--- src/rtl/cache_refill_controller.sv ---
// Refill/flush sequencer for the direct-mapped instruction cache: fetches a missing line
// beat by beat from instruction memory, writes it into the arrays, and walks all lines on flush.
module cache_refill_controller #(
   parameter int ADDR_WIDTH  = 32,
   parameter int INDEX_BITS  = 5,
   parameter int OFFSET_BITS = 4,
   parameter int TAG_BITS    = ADDR_WIDTH - INDEX_BITS - OFFSET_BITS
) (
   input  logic                          clock,
   input  logic                          reset,
   input  logic                          miss_req,
   input  logic [ADDR_WIDTH-1:0]         miss_addr,
   input  logic                          flush_req,
   output logic                          mem_req,
   output logic [ADDR_WIDTH-1:0]         mem_addr,
   input  logic                          mem_ack,
   input  logic [31:0]                   mem_rdata,
   output logic                          fill_we,
   output logic [INDEX_BITS-1:0]         fill_index,
   output logic [TAG_BITS-1:0]           fill_tag,
   output logic                          fill_valid,
   output logic [(8<<OFFSET_BITS)-1:0]   fill_data,
   output logic                          busy,
   output logic                          refill_done,
   output logic                          flush_done
);

   localparam int BEAT_BITS = OFFSET_BITS - 2;
   localparam int WORDS     = 1 << BEAT_BITS;
   localparam int LINE_BITS = ADDR_WIDTH - OFFSET_BITS;
   localparam logic [BEAT_BITS-1:0]  LAST_BEAT  = BEAT_BITS'(WORDS - 1);
   localparam logic [INDEX_BITS-1:0] LAST_INDEX = '1;

   typedef enum logic [1:0] {ST_IDLE, ST_FETCH, ST_WRITE, ST_FLUSH} state_t;

   state_t                 state_reg, state_next;
   logic [BEAT_BITS-1:0]   beat_reg, beat_next;
   logic [INDEX_BITS-1:0]  flush_cnt_reg, flush_cnt_next;
   logic                   flush_pending_reg, flush_pending_next;
   logic [LINE_BITS-1:0]   line_base_reg, line_base_next;
   logic [31:0]            word_reg [WORDS];

   // Byte offset of the miss address is irrelevant: the whole line is fetched.
   logic unused_offset_bits;
   assign unused_offset_bits = ^miss_addr[OFFSET_BITS-1:0];

   always_ff @(posedge clock or negedge reset) begin
      if (!reset) begin
         state_reg         <= ST_IDLE;
         beat_reg          <= '0;
         flush_cnt_reg     <= '0;
         flush_pending_reg <= 1'b0;
         line_base_reg     <= '0;
      end else begin
         state_reg         <= state_next;
         beat_reg          <= beat_next;
         flush_cnt_reg     <= flush_cnt_next;
         flush_pending_reg <= flush_pending_next;
         line_base_reg     <= line_base_next;
      end
   end

   generate
      for (genvar gi = 0; gi < WORDS; gi++) begin : g_word
         always_ff @(posedge clock or negedge reset) begin
            if (!reset) begin
               word_reg[gi] <= '0;
            end else if (state_reg == ST_FETCH && mem_ack && beat_reg == BEAT_BITS'(gi)) begin
               word_reg[gi] <= mem_rdata;
            end
         end
         assign fill_data[32*gi +: 32] = (state_reg == ST_WRITE) ? word_reg[gi] : 32'h0;
      end
   endgenerate

   assign busy = (state_reg != ST_IDLE);

   always_comb begin
      state_next         = state_reg;
      beat_next          = beat_reg;
      flush_cnt_next     = flush_cnt_reg;
      flush_pending_next = flush_pending_reg;
      line_base_next     = line_base_reg;
      mem_req            = 1'b0;
      mem_addr           = '0;
      fill_we            = 1'b0;
      fill_index         = '0;
      fill_tag           = '0;
      fill_valid         = 1'b0;
      refill_done        = 1'b0;
      flush_done         = 1'b0;

      case (state_reg)
         ST_IDLE: begin
            if (flush_req || flush_pending_reg) begin
               state_next         = ST_FLUSH;
               flush_cnt_next     = '0;
               flush_pending_next = 1'b0;
            end else if (miss_req) begin
               state_next     = ST_FETCH;
               line_base_next = miss_addr[ADDR_WIDTH-1:OFFSET_BITS];
               beat_next      = '0;
            end
         end
         ST_FETCH: begin
            mem_req  = 1'b1;
            mem_addr = {line_base_reg, beat_reg, 2'b00};
            if (flush_req) begin
               flush_pending_next = 1'b1;
            end
            if (mem_ack) begin
               if (beat_reg == LAST_BEAT) begin
                  state_next = ST_WRITE;
               end else begin
                  beat_next = beat_reg + 1'b1;
               end
            end
         end
         ST_WRITE: begin
            fill_we     = 1'b1;
            fill_valid  = 1'b1;
            fill_index  = line_base_reg[INDEX_BITS-1:0];
            fill_tag    = line_base_reg[LINE_BITS-1:INDEX_BITS];
            refill_done = 1'b1;
            // A flush that arrived during the refill starts right away, without an IDLE gap.
            if (flush_req || flush_pending_reg) begin
               state_next         = ST_FLUSH;
               flush_cnt_next     = '0;
               flush_pending_next = 1'b0;
            end else begin
               state_next = ST_IDLE;
            end
         end
         ST_FLUSH: begin
            fill_we        = 1'b1;
            fill_index     = flush_cnt_reg;
            flush_cnt_next = flush_cnt_reg + 1'b1;
            if (flush_cnt_reg == LAST_INDEX) begin
               flush_done = 1'b1;
               state_next = ST_IDLE;
            end
         end
         default: begin
            state_next = ST_IDLE;
         end
      endcase
   end

endmodule

--- config.mk ---
export PLATFORM = sky130hd
export DESIGN_NAME = cache_refill_controller
export DESIGN_NICKNAME = d
export VERILOG_FILES = /design/src/rtl/cache_refill_controller.sv
export SDC_FILE = /design/constraint.sdc
export NUM_CORES = 1
export LEC_CHECK = 0
export BUFFER_PORTS_ARGS = -buffer_cell sky130_fd_sc_hd__buf_2
export CORE_MARGIN = 3
export CORE_UTILIZATION = 25
export CTS_BUF_LIST = sky130_fd_sc_hd__clkbuf_4
export CTS_CLUSTER_DIAMETER = 150
export DETAILED_ROUTE_END_ITERATION = 6
export PLACE_DENSITY = 0.43
export SYNTH_ARGS = -nofsm -noshare
export SYNTH_HDL_FRONTEND = slang
export SYNTH_SLANG_ARGS = --single-unit
--- constraint.sdc ---
create_clock -name clock -period 2 [get_ports clock]
set_clock_uncertainty 0.15 [all_clocks]
set_input_delay 0.2 -clock clock [delete_from_list [all_inputs] [get_ports clock]]
set_output_delay 0.2 -clock clock [all_outputs]
set_load 0.01 [all_outputs]
* After elaboration in Yosys (flattened, before gate mapping) *
Cells that the tools add are included.

word-level totals
  bits in registers = 166
  output and inout port bits = 194
  word-level logic and storage cells = 76

operators by class
  add/sub/neg operators = 2
  equal/unequal tests = 16
  muxes and demuxes = 29
  bitwise operators = 1
  reduce and logical (&&, ||, !) cells = 19

operators with widths
  operator                                                number
  two-way mux 32 bit                                      5
  two-way mux 23 bit                                      1
  two-way mux 2 bit                                       10
  one-hot mux 5 bit (2 select lines)                      2
  inequality test 2 bit (second input constant)           6
  == test 2 bit (second input constant)                   4
  one-hot mux 2 bit (4 select lines)                      1
  nonzero test 2 bit                                      4
  two-way mux 1 bit                                       7
  AND reduction 3 bit                                     2
  adder 5 x 1 -> 5 bit (second input constant)            1
  == test 5 bit (second input constant)                   1
  logical AND 1 bit                                       5
  two-way mux 5 bit                                       1
  AND reduction 5 bit                                     1
  == test 2 x 1 -> 1 bit (second input constant)          2
  logical NOT 2 bit                                       2
  inequality test 2 x 1 -> 1 bit (second input constant)  2
  one-hot mux 2 bit (2 select lines)                      1
  AND reduction 4 bit                                     1
  OR reduction 2 bit                                      2
  inequality test 3 bit (second input constant)           1
  adder 2 x 1 -> 2 bit (second input constant)            1
  one-hot mux 1 bit (2 select lines)                      1
  3 further kinds                                         3

* Logic depth before layout (Yosys ltp) *
  depth after elaboration = 4
  mapped depth = 6
  depth with buffers taken out = 6

* Least setup slack after synthesis *
Ideal clock, no wire load.

  kind = register -> register
  start point = reg state_reg[0]
  end point = reg word_reg[10] in the netlist's numbering
  arrival time = 1421 ps
  required time = 1725 ps
  path slack = 305 ps
  stages on the path, launching flop included = 7
  buffers on the path = 3
  cells stage by stage = dfrtp_1 buf_2 and2b_1 buf_6 nand3_4 buf_2 mux2_2

on the way
  cells in the longest elaborated chain, start to end = 3

ends and longest elaborated chain
  element                         RTL line  source
  start, declared                 36        state_t state_reg, state_next;
  start signal, assigned          55        state_reg <= state_next;
  == test 2 x 1 -> 1 bit          68        end else if (state_reg == ST_FETCH && mem_ack && beat_reg == BEAT_BITS'(gi)) begin
  logical AND 1 bit (2 in a row)  68
  end signal, assigned by index   69        word_reg[gi] <= mem_rdata;
  end, declared                   41        logic [31:0] word_reg [WORDS];

Every way passes these cells.
A chain may end at the register's enable or synchronous reset.

* Worst setup path in the final report *
  start point = reg state_reg[0]
  end point = out fill_data[95]

on the way
  cells in the longest elaborated chain, start to end = 2

ends and longest elaborated chain
  element             RTL line  source
  == test 2 bit       72        assign fill_data[32*gi +: 32] = (state_reg == ST_WRITE) ? word_reg[gi] : 32'h0;
  two-way mux 32 bit  72
  end, declared       22        output logic [(8<<OFFSET_BITS)-1:0] fill_data,

Every way passes these cells.

==> impl_metrics.csv <==
group,metric,value,unit
route,firstDrtPassIters,4,
setup_path,path_class,"reg2out",
place,place_congestion,0.688,
timing,maxSlewHeadroom,65.9,%
synthesis,ys.flop_type,"dfrtp_1",
global_route,grt_first_pass_wirelength,35500,um
pwr,irDropWorstVdd,453,uV
synthesis,synth_area_leaders,"dfrtp_1 (53%), and2_1 (15%), mux2_2 (14%)",
global_route,grt_max_degree,49,
setup_path,cp_num_buf_inv,4,
global_route,grt_pass1_vias,6171,
flow_run,maxCapViolCount,0,
setup_path,end_kind,"output pin",
cts,htreeDepth,4,
status,violations,"setup timing",
setup_path,crit_family,"buffers and inverters",
synthesis,async_flop_share,100,%
cts,tritoncts,"built",
timing,setup_viol,191,
setup_path,cp-startpoint,"state_reg[0]",
layout,largest_reg_flops,128,
route,post_drt_wl_per_cell,16.7,um
setup_path,max_stage_delay,0.42,ns
timing,finalWorstPathRequiredPeriod,2.27,ns
place,hpwl,15100,um
route,antenna_left,0,
floorplan,start_util,25.4,%
route,drt_iter0_markers,258,
cts,cts_buffer_depth,2,
route,finalWirelength,23200,um
floorplan,core-area,0.0307,mm2
synthesis,ys_types,31,
setup_path,cp_max_fo,26,
synthesis,syn_inst,616,
timing,rsz0062_at_grt,"true",
synthesis,yosys_register_bits,166,
floorplan,die_w,183,um
layout,fin_util,38.5,%
layout,fillers,3065,
cts,clk_pin_slew_worst_paths,0.18,ns
cts,cts_made_buffers,17,
min_path,hold_class,"in2reg",
synthesis,synth.most_common_cell,"and2_1",
synthesis,yosys_warnings,0,
timing,post-route-period-util,113,%
layout,fin_nets,1052,
timing,final.setup.tns,-36.57,ns
timing,finalHoldViolCount,0,
setup_path,r2r_start,"state_reg[1]",
global_route,grtUsageTotal,13.4,%
cts,cts_root_buf,"clkbuf_4",
global_route,grt_antenna_before_repair,1,
synthesis,syn_area,0.00782,mm2
synthesis,yosysSeqAreaShare,53.1,%
min_path,hold_start,"miss_addr[28]",
route,vias_per_cell,4.25,
floorplan,rows,64,
synthesis,synth_top_cells_by_count,"and2_1 (182), dfrtp_1 (166), mux2_2 (94)",
layout,syn2layout_area_growth,51.2,%
timing,fmax,0.441,GHz
setup_path,cp.arrival,1.92,ns
cts,clock-sinks,166,
layout,drive_gt1_share,51.6,%
route,route.detailed.drc,0,
pwr,finalPower,14.6,mW
status,status,"complete, but fails checks",
synthesis,synth.largest_area_cell,"dfrtp_1",
setup_path,worstPathCellList,"buf_6 -> nor2b_4 -> buf_12 -> buf_12 -> and2_1 -> buf_2",
floorplan,die_h,183,um
route,vias,5899,
floorplan,boundaryPins,263,
timing,setup_ws,-0.267,ns
timing,slew_viol_final,0,
setup_path,crit_required,1.65,ns
setup_path,critPathLaunchType,"register",
synthesis,synth_edf_count,0,
setup_path,crit_slowest_cell,"dfrtp_1",
global_route,overflow,0,
pwr,p_leak,6.00,nW
pwr,power.density,1240,mW/mm2
setup_path,path_common_cell,"buf_12",
timing,tightest_slew,0.512,ns
floorplan,dieArea,0.0335,mm2
cts,clock_latency,0.56,ns
synthesis,synth_top_cell_area_share,53.1,%
synthesis,syn_area_per_cell,12.7,um2
place,io_buffer_count,256,
-- metal layers --
metal	up-vias	GRT usage, %	part of all wire (%)
met5	-	0	0
met4	0	3.26	0.89
met3	12	3.07	5.5
met2	180	21.4	46
met1	2941	18.6	48
li1	2766	-	-
-- timing repair --
item,4_1_cts,5_1_grt
gates resized for setup,98,63
gates cloned,7,2
setup buffers,10,14
hold endpoints to repair,330,0
setup endpoints to repair,190,297
pin swaps,20,4
hold buffers,65,0
-- cell families (layout without fill, tap and decap cells) --
logic type / Yosys count / after routing / share of synthesized area (%)
buffers and inverters: 49 / 422 / 3.63
other: 1 / 3 / 0.0479
and+or+nand+nor: 215 / 215 / 17.3
AOI/OAI and AO/OA: 11 / 11 / 0.960
muxes: 165 / 165 / 23.6
adders and majority gates: 6 / 6 / 0.960
xor gates and xnor gates: 3 / 3 / 0.336
DFF: 166 / 166 / 53.1
-- power by group --
part / switching (mW) / internal (mW)
Clock: 1.46 / 0.698
Sequential: 0.798 / 4.79
Combinational: 2.86 / 4.02
-- final cells by class --
class                           instances  area [um2]  share of cell area [%]
Multi-Input combinational cell        402        3570                    30.2
Clock buffer                           17         128                    1.08
Antenna cell                            1        2.50                  0.0212
Clock inverter                         15         176                    1.49
Tap cell                              396         495                    4.19
Inverter                                4        15.0                   0.127
Timing Repair Buffer                  386        3290                    27.8
Sequential cell                       166        4160                    35.1
-- per-stage QoR --
| stage | instances | setup WS, ns | hold slack (ns) | instance area (um2) |
|---|---|---|---|---|
| finish | 1387 | -0.267 | 0.235 | 11800 |
| global route | 1387 | -0.430 | 0.163 | 11800 |
| CTS | 1370 | -0.386 | 0.161 | 11400 |
| detailed placement | 1256 | 0.164 | 0.0545 | 9760 |
| global placement | 1256 | 0.184 | 0.0522 | 9760 |
| floorplan | 617 | 0.305 | -0.246 | 7830 |
-- final timing paths --
path / cells past startpoint / slack, ns / to
hold / removal: 3 / 0.23 / line_base_reg[24]
hold reg to reg: 1 / 0.35 / word_reg[109]
setup reg to reg: 6 / -0.01 / word_reg[24]
setup / recovery: 6 / -0.27 / fill_data[95]
max in group asynchronous: 4 / 0.51 / word_reg[101]
min in group asynchronous: 3 / 0.53 / word_reg[16]
-- layout by cell type, fill, tap and decap left out, drive strengths merged, types with 2 or more instances in the layout --
cell and instances:
dfrtp 166, and2 182, dlygate4sd3 65, a21oi 2, clkbuf 19, nor2b 7
xor2 3, ha 6, and3 2, conb 2, nand2 10, buf 318
mux2 158, mux2i 7, nor2 5, o21ai 3, inv 13, a21o 2
clkinv 4, nand3 5
-- tightest hold or removal path: cells and delay by family --
kind / cells / cell delay (ns)
muxes: 1 / 0.13
buffers and inverters: 2 / 0.60
No activity file was read; power rests on OpenSTA's default activity.
